<file path="config.mk">
export PLATFORM = sky130hd
export DESIGN_NAME = adc_offset_remover_flat
export DESIGN_NICKNAME = d
export VERILOG_FILES = /design/src/rtl/adc_offset_remover_pkg.sv /design/src/rtl/adc_offset_remover_if.sv /design/src/rtl/adc_offset_remover_dc_block_avg.sv /design/src/rtl/adc_offset_remover.sv /design/src/flat_wrapper.sv
export SDC_FILE = /design/constraint.sdc
export NUM_CORES = 1
export LEC_CHECK = 0
export BUFFER_PORTS_ARGS = -buffer_cell sky130_fd_sc_hd__buf_2
export CAP_MARGIN = 20
export CORE_MARGIN = 2
export CORE_UTILIZATION = 50
export CTS_CLUSTER_DIAMETER = 200
export DETAILED_ROUTE_END_ITERATION = 8
export GPL_TIMING_DRIVEN = 0
export PLACE_DENSITY = 0.69
export SKIP_LAST_GASP = 1
export SLEW_MARGIN = 10
export SYNTH_ARGS = -nofsm -noshare
export SYNTH_HDL_FRONTEND = slang
export SYNTH_SLANG_ARGS = --single-unit
</file>
<file path="constraint.sdc">
create_clock -name clk -period 7.5 [get_ports clk]
set_clock_uncertainty 0.2 [all_clocks]
set_input_delay 0.75 -clock clk [delete_from_list [all_inputs] [get_ports clk]]
set_output_delay 0.75 -clock clk [all_outputs]
set_load 0.005 [all_outputs]
</file>
<file path="src/rtl/adc_offset_remover_pkg.sv">
// rtl/adc_offset_remover_pkg.sv - shared sample constants, calibration states and symmetric saturation
package adc_offset_remover_pkg;

  localparam int ADC_W        = 8;
  localparam int ADC_MID_CODE = 127;
  localparam int SAMPLE_MAX   = 127;
  localparam int SAMPLE_MIN   = -127;

  typedef enum logic {
    CAL   = 1'b0,
    TRACK = 1'b1
  } cal_state_e;

  // Clamp to [-127, +127] so the output range stays symmetric and -128 never appears.
  function automatic logic [ADC_W-1:0] sat_sym(input logic signed [ADC_W:0] d);
    logic [ADC_W-1:0] r;
    int               di;
    di = d;
    if (di > SAMPLE_MAX) begin
      r = ADC_W'(SAMPLE_MAX);
    end else if (di < SAMPLE_MIN) begin
      r = ADC_W'(SAMPLE_MIN);
    end else begin
      r = d[ADC_W-1:0];
    end
    return r;
  endfunction

endpackage

</file>
<file path="src/rtl/adc_offset_remover_if.sv">
// rtl/adc_offset_remover_if.sv - valid/ready sample stream
interface adc_offset_remover_if #(
  parameter int DATA_W = 8
);

  logic              valid;
  logic              ready;
  logic [DATA_W-1:0] data;

  modport master (output valid, output data, input ready);
  modport slave  (input valid, input data, output ready);

endinterface

</file>
<file path="src/rtl/adc_offset_remover_dc_block_avg.sv">
// rtl/adc_offset_remover_dc_block_avg.sv - block-average DC estimator over 2^AVG_LOG2 samples
module adc_offset_remover_dc_block_avg
  import adc_offset_remover_pkg::*;
#(
  parameter int DATA_W   = ADC_W,
  parameter int AVG_LOG2 = 10
) (
  input  logic              clk,
  input  logic              rst_n,
  input  logic              in_valid,
  input  logic [DATA_W-1:0] in_data,
  input  logic              clear,
  output logic [DATA_W-1:0] est,
  output logic              est_valid
);

  localparam int ACC_W = DATA_W + AVG_LOG2;
  localparam logic [ACC_W:0] RND = (ACC_W+1)'(1) << (AVG_LOG2 - 1);

  logic [ACC_W-1:0]    acc_q, acc_d;
  logic [AVG_LOG2-1:0] cnt_q, cnt_d;
  logic [ACC_W-1:0]    sum;
  logic [ACC_W:0]      sum_rnd;
  logic [DATA_W:0]     quot;

  always_comb begin
    sum       = acc_q + ACC_W'(in_data);
    sum_rnd   = {1'b0, sum} + RND;
    quot      = sum_rnd[ACC_W:AVG_LOG2];
    est       = quot[DATA_W] ? '1 : quot[DATA_W-1:0];
    est_valid = 1'b0;
    acc_d     = acc_q;
    cnt_d     = cnt_q;
    if (clear) begin
      acc_d = '0;
      cnt_d = '0;
    end else if (in_valid) begin
      // The window-closing sample is folded into the estimate, then the next window starts empty.
      if (cnt_q == '1) begin
        acc_d     = '0;
        cnt_d     = '0;
        est_valid = 1'b1;
      end else begin
        acc_d = sum;
        cnt_d = cnt_q + AVG_LOG2'(1);
      end
    end
  end

  always_ff @(posedge clk) begin
    if (!rst_n) begin
      acc_q <= '0;
      cnt_q <= '0;
    end else begin
      acc_q <= acc_d;
      cnt_q <= cnt_d;
    end
  end

endmodule

</file>
<file path="src/rtl/adc_offset_remover.sv">
// rtl/adc_offset_remover.sv - removes ADC DC level and emits saturated signed samples
module adc_offset_remover
  import adc_offset_remover_pkg::*;
#(
  parameter int DATA_W   = ADC_W,
  parameter int AVG_LOG2 = 10,
  parameter int MID_CODE = ADC_MID_CODE
) (
  input  logic                clk,
  input  logic                rst_n,
  adc_offset_remover_if.slave  s,
  adc_offset_remover_if.master m,
  output logic [DATA_W-1:0]   dc_est,
  output logic                dc_locked,
  input  logic                cal_restart
);

  logic                     en;
  logic                     accept;
  logic signed [DATA_W:0]   diff;
  logic                     s1_valid_q, s1_valid_d;
  logic [DATA_W-1:0]        s1_data_q, s1_data_d;
  logic                     m_valid_q, m_valid_d;
  logic [DATA_W-1:0]        m_data_q, m_data_d;
  logic [DATA_W-1:0]        dc_est_q, dc_est_d;
  cal_state_e               state_q, state_d;
  logic [DATA_W-1:0]        est;
  logic                     est_valid;

  // Both stages advance together, so a stalled output freezes the whole pipe.
  always_comb begin
    en         = !m_valid_q || m.ready;
    accept     = s.valid && en;
    diff       = $signed({1'b0, s1_data_q}) - $signed({1'b0, dc_est_q});
    s1_valid_d = s1_valid_q;
    s1_data_d  = s1_data_q;
    m_valid_d  = m_valid_q;
    m_data_d   = m_data_q;
    if (en) begin
      s1_valid_d = s.valid;
      s1_data_d  = s.data;
      m_valid_d  = s1_valid_q;
      m_data_d   = sat_sym(diff);
    end
  end

  always_comb begin
    state_d  = state_q;
    dc_est_d = dc_est_q;
    if (cal_restart) begin
      state_d  = CAL;
      dc_est_d = DATA_W'(MID_CODE);
    end else if (est_valid) begin
      state_d  = TRACK;
      dc_est_d = est;
    end
  end

  always_ff @(posedge clk) begin
    if (!rst_n) begin
      s1_valid_q <= 1'b0;
      s1_data_q  <= '0;
      m_valid_q  <= 1'b0;
      m_data_q   <= '0;
      dc_est_q   <= DATA_W'(MID_CODE);
      state_q    <= CAL;
    end else begin
      s1_valid_q <= s1_valid_d;
      s1_data_q  <= s1_data_d;
      m_valid_q  <= m_valid_d;
      m_data_q   <= m_data_d;
      dc_est_q   <= dc_est_d;
      state_q    <= state_d;
    end
  end

  adc_offset_remover_dc_block_avg #(
    .DATA_W   (DATA_W),
    .AVG_LOG2 (AVG_LOG2)
  ) u_avg (
    .clk       (clk),
    .rst_n     (rst_n),
    .in_valid  (accept),
    .in_data   (s.data),
    .clear     (cal_restart),
    .est       (est),
    .est_valid (est_valid)
  );

  assign s.ready   = en;
  assign m.valid   = m_valid_q;
  assign m.data    = m_data_q;
  assign dc_est    = dc_est_q;
  assign dc_locked = (state_q == TRACK);

endmodule

</file>
<file path="src/flat_wrapper.sv">
// flat-port wrapper written by rule: the top's interface ports become plain ports
module adc_offset_remover_flat import adc_offset_remover_pkg::*;
#(
  parameter int DATA_W   = ADC_W,
  parameter int AVG_LOG2 = 10,
  parameter int MID_CODE = ADC_MID_CODE
)
  (clk, rst_n, dc_est, dc_locked, cal_restart, s_valid, s_data, s_ready, m_valid, m_data, m_ready);
  adc_offset_remover_if #(.DATA_W(DATA_W)) s_i ();
  adc_offset_remover_if #(.DATA_W(DATA_W)) m_i ();
  input  logic clk;
  input  logic rst_n;
  output logic [DATA_W-1:0] dc_est;
  output logic dc_locked;
  input  logic cal_restart;
  input wire logic [$bits(s_i.valid)-1:0] s_valid;
  input wire logic [$bits(s_i.data)-1:0] s_data;
  output wire logic [$bits(s_i.ready)-1:0] s_ready;
  output wire logic [$bits(m_i.valid)-1:0] m_valid;
  output wire logic [$bits(m_i.data)-1:0] m_data;
  input wire logic [$bits(m_i.ready)-1:0] m_ready;
  assign s_i.valid = s_valid;
  assign s_i.data = s_data;
  assign s_ready = s_i.ready;
  assign m_valid = m_i.valid;
  assign m_data = m_i.data;
  assign m_i.ready = m_ready;
  adc_offset_remover #(.DATA_W(DATA_W), .AVG_LOG2(AVG_LOG2), .MID_CODE(MID_CODE)) u_core (.clk(clk), .rst_n(rst_n), .s(s_i), .m(m_i), .dc_est(dc_est), .dc_locked(dc_locked), .cal_restart(cal_restart));
endmodule
</file>
==> flow_summary.toml, run 1 <==
[synth]
async_reset_ff_share_pct = 0
synth_common_cells = "dfxtp_1, nand2_1, nor2_1, a21oi_1"
yosys.cell_types.count = 66
netlist_area_um2 = 3488
synth_top_cells_by_area = "dfxtp_1, ha_1, a21oi_1"
ys_warn_count = 0
yosys.area.top_type = "dfxtp_1"
synth.most_common_cell = "dfxtp_1"
syn_nets = 466
syn_avg_cell_area_um2 = 8.056
synth_edf_count = 0
synth_seq_area_share_pct = 31.56
synth_ff_type = "dfxtp_1"
synthDominantCellAreaShare_pct = 31.56
syn_inst = 433
ys_ff_latch = 55

[clock_network]
clkTransAtPathRegs_ns = 0.11
ctsResizeCount = 0
clockBufferDepth = 2
clock-sinks = 55
insertion_delay_ns = 0.32
cts_buffers = 5
cts_setup_buffers = 0
ctsHoldBuffers = 0
cts.htree.levels = 2
root_buffer = "clkbuf_8"
tritoncts = "built"

[place]
io_buffers = 31
dpl.hpwl_um = 6517
globalplace.congestion = 0.9238

[timing]
setup_viol = 0
slew-limit-headroom_pct = 45.73
fmax_mhz = 279.8
final_max_slew_viol_count = 0
fin_setup_tns_ns = 0
hold_violations = 0
final.min_clock_period_ns = 3.573
timing.final.crit_share_pct = 47.65
tightestPinTransition_ns = 0.8036
rsz0062_at_grt = "false"

[grt]
grt_use_met1_pct = 31.75
grt_overflow = 0
grt_most_used_layer = "met2"
met3_usage_pct = 2.749
antenna_found_initial = 0
grt_pass1_vias = 2916
use_met2_pct = 38.02
grt_usage_pct = 23.12
grt_first_pass_wirelength_um = 13950
grt_max_degree = 17

[drt]
ant_nets = 0
vias = 3272
viasPerCell = 5.938
drt-total-wl_um = 8734
drt_iter0_drc = 173
drc = 0
dr.pass1.iters = 5
wl_per_cell_um = 15.85

[pwr]
power.density_nw_per_um2 = 153.2
cellLeakagePower_nw = 1.618
irDropWorstVdd_mv = 0.1097

[critical_path]
worstPathMaxFanout = 5
startpoint_type = "input pin"
r2r-start = "u_core.u_avg.acc_q[3]"
worst_setup_path_end_kind = "flip-flop"
cp.required_ns = 7.54
cp-startpoint = "s_data[4]"
crit_type = "in2reg"
arrival_ns = 3.61

[die]
die_y_um = 87.53
io_pins = 32
fp-row-count = 30
die_w_um = 87.53
core_um2 = 6756
initial_core_util_pct = 51.63
die_area_um2 = 7661

[finish]
post-route-util_pct = 56.98
drive_gt1_share_pct = 13.80
area_growth_pct = 10.37
final_nets = 504
n_antenna_cell = 0
fill_cells = 631

[outcome]
status = "complete, no violations"

[hold_path]
worstHoldStart = "u_core.u_avg.acc_q[6]"
hp-class = "reg2reg"

[run]
maxCapViolCount = 0
[cell type report]
class	instances	area (um^2)	area share, %
clock inverter	2	37.54	0.9750
sequential	55	1101	28.60
buffer	25	131.4	3.412
inverter	16	60.06	1.560
multi-input combinational	337	2196	57.04
timing repair buffer	31	155.1	4.030
clock buffer	5	68.82	1.787
tap	80	100.1	2.600
[worst max-delay path: stages]
cell	delay [ns]
buf_2	0.12
ha_1	0.37
o211ai_1	0.13
o21a_1	0.31
o31a_1	0.33
a221oi_1	0.72
a211o_1	0.26
and4bb_1	0.24
xnor2_1	0.14
a221oi_2	0.25
[state kept, by name, summed over array words and instances, names as in the netlist]
name / flops
u_core.dc_locked: 1
u_core.u_avg.acc_q: 18
u_core.dc_est: 8
u_core.m.valid: 1
u_core.s1_valid_q: 1
u_core.u_avg.cnt_q: 10
u_core.s1_data_q: 8
u_core.m.data: 8
[where the power goes]
group / internal (mW) / switching [mW]
clock network: 0.0979 / 0.104
logic: 0.0314 / 0.0509
registers: 0.301 / 0.00471
[per-stage QoR]
| stage | total power [mW] | std cells | hold WS [ns] | setup WS [ns] | instance area [um^2] |
|---|---|---|---|---|---|
| floorplan | 0.3686 | 433 | 0.2356 | 4.082 | 3488 |
| global placement | 0.3922 | 544 | 0.2432 | 3.705 | 3744 |
| detailed placement | 0.3945 | 544 | 0.2526 | 3.670 | 3744 |
| CTS | 0.5916 | 551 | 0.2676 | 3.995 | 3850 |
| global route | 0.6145 | 551 | 0.2892 | 3.832 | 3850 |
| finish | 0.5898 | 551 | 0.2633 | 3.927 | 3850 |
[metal layers]
| layer | share of wire (%) | up-vias |
|---|---|---|
| li1 | - | 1619 |
| met1 | 48 | 1565 |
| met2 | 46 | 79 |
| met3 | 4.3 | 9 |
| met4 | 1.5 | 0 |
| met5 | 0 | - |
[path summary, 6_finish.rpt]
| check | end | slack, ns | cells after the start |
|---|---|---|---|
| setup / recovery | u_core.dc_est[7] | 3.93 | 10 |
| setup reg to reg | u_core.dc_est[7] | 4.16 | 9 |
| hold reg to reg | u_core.u_avg.acc_q[6] | 0.26 | 2 |
| hold / removal | u_core.u_avg.acc_q[6] | 0.26 | 2 |
[logic make-up after synthesis]
logic type | share of synthesized area (%)
mux | 0.6097
xor+xnor | 7.532
simple gates | 23.35
buf+inv | 5.487
fa+ha+maj | 7.389
compound gates | 24.07
flops | 31.56
[layout by cell type, fill, tap and decap left out, types with 6 or more instances in the layout]
cell type and instances:
a21boi_0 10, a21oi_1 41, a21oi_2 6, a31oi_1 6
buf_2 31, clkbuf_1 16, dfxtp_1 55, ha_1 19
inv_1 15, nand2_1 48, nand3_1 19, nand4_1 7
nor2_1 43, nor3_1 6, o21a_1 7, o21ai_0 13
xnor2_1 14, xor2_1 16
Note: power is estimated with default switching activity, not from simulation.
==> run 2, diff against run 1 <==
- clock period: 7.5 -> 3.3 ns (I/O delays scaled with it)
==> flow_summary.toml, run 2 (same netlist as run 1, synthesis figures left out) <==
[place]
dpl.hpwl_um = 6517
io_buffers = 31
globalplace.congestion = 0.9238
place_area_um2 = 3744
placedCellCount = 544

[clock_network]
clock-sinks = 55
cts_buffers = 5
cts.htree.levels = 2
clkTransAtPathRegs_ns = 0.11
insertion_delay_ns = 0.32
tritoncts = "built"
ctsHoldBuffers = 0
clockBufferDepth = 2
root_buffer = "clkbuf_8"

[finish]
n_antenna_cell = 0
area_growth_pct = 11.37
final_common_cell = "dfxtp_1"
final_nets = 504
final_cell_mix = "dfxtp_1, nand2_1, nor2_1"
reg_top3 = "u_core.u_avg.acc_q (18), u_core.u_avg.cnt_q (10)"
largest_register_ffs = 18
regMostFlops = "u_core.u_avg.acc_q"
post-route-util_pct = 57.50
drive_gt1_share_pct = 14.65
final_area_um2 = 3885
stdcell_count = 551
fill_cells = 633

[timing]
final.min_clock_period_ns = 3.167
rsz0062_at_grt = "false"
tightestPinTransition_ns = 0.5905
fmax_mhz = 315.7
hold_violations = 0
slew-limit-headroom_pct = 60.63
setup_viol = 0
final_max_slew_viol_count = 0
timing.final.crit_share_pct = 95.97

[drt]
drt_iter0_drc = 177
wl_per_cell_um = 15.89
drc = 0
drt-total-wl_um = 8753
vias = 3223
dr.pass1.iters = 4
ant_nets = 0
viasPerCell = 5.849

[pwr]
power.density_nw_per_um2 = 346.2
irDropWorstVdd_mv = 0.2506
cellLeakagePower_nw = 1.644

[die]
fp-row-count = 30
die_area_um2 = 7661
io_pins = 32
core_um2 = 6756
die_w_um = 87.53
initial_core_util_pct = 51.63
die_y_um = 87.53

[hold_path]
hp-class = "in2reg"

[grt]
grt_use_met1_pct = 31.75
grt_first_pass_wirelength_um = 13950
met3_usage_pct = 2.749
grt_usage_pct = 23.12
use_met2_pct = 38.02
grt_pass1_vias = 2916
grt_most_used_layer = "met2"
grt_max_degree = 17
antenna_found_initial = 0
grt_overflow = 0

[critical_path]
arrival_ns = 3.21
crit_type = "reg2reg"
cp.required_ns = 3.34
startpoint_type = "flip-flop"
worstPathMaxFanout = 5
worst_setup_path_end_kind = "flip-flop"

[run]
maxCapViolCount = 0

[outcome]
status = "complete, no violations"
==> run 2: path summary, 6_finish.rpt <==
path / start / end / slack (ns) / depth (start not counted)
max: u_core.u_avg.acc_q[2] / u_core.dc_est[7] / 0.13 / 9
min: s_data[2] / u_core.s1_data_q[2] / 0.08 / 3
max reg2reg: u_core.u_avg.acc_q[2] / u_core.dc_est[7] / 0.13 / 9
min reg2reg: u_core.u_avg.acc_q[6] / u_core.u_avg.acc_q[6] / 0.26 / 2
==> run 2: report_power, final <==
part           switching [mW]  internal, mW
combinational           0.118        0.0729
sequential             0.0106         0.684
clock                   0.236         0.222
total                   0.365         0.980
==> run 2: routing by layer <==
| layer | up-vias | part of all wire [%] |
|---|---|---|
| met5 | - | 0 |
| met4 | 0 | 1.5 |
| met3 | 8 | 3.3 |
| met2 | 67 | 46 |
| met1 | 1535 | 49 |
| li1 | 1613 | - |
==> run 2: per-stage QoR <==
stage                     hold WS (ns)  total power, mW   TNS, ns  setup slack (ns)
after floorplan                 0.2356           0.8377         0            0.3020
after global placement          0.2432           0.8913  -0.08354          -0.07460
after detailed placement        0.2526           0.8966   -0.1607           -0.1098
after CTS                      0.07759            1.345         0           0.02656
after global routing           0.09107            1.401         0           0.01018
final                          0.08318            1.345         0            0.1328
==> run 2: worst max-delay path: stages (launching register included) <==
cell and delay [ns]:
dfxtp_1 0.33, ha_1 0.38, o211ai_1 0.12, o21a_1 0.32
o31a_1 0.36, a221oi_2 0.52, a211o_1 0.25, and4bb_1 0.24
xnor2_1 0.14, a221oi_2 0.25
==> run 2: repair_timing <==
action                     CTS  global route
setup endpoints to repair    0            12
buffers inserted             0             0
hold endpoints to repair     0             0
resized for setup            0             5
==> run 2: area by class of cell <==
cell class	count	area, um^2	area share [%]
plain buffers	25	131.4	3.382
well taps	80	100.1	2.576
clock inverters	2	37.54	0.9662
multi-input cells	337	2231	57.42
inverters	16	60.06	1.546
repair buffers	31	155.1	3.994
flip-flops and latches	55	1101	28.34
clock buffers	5	68.82	1.771
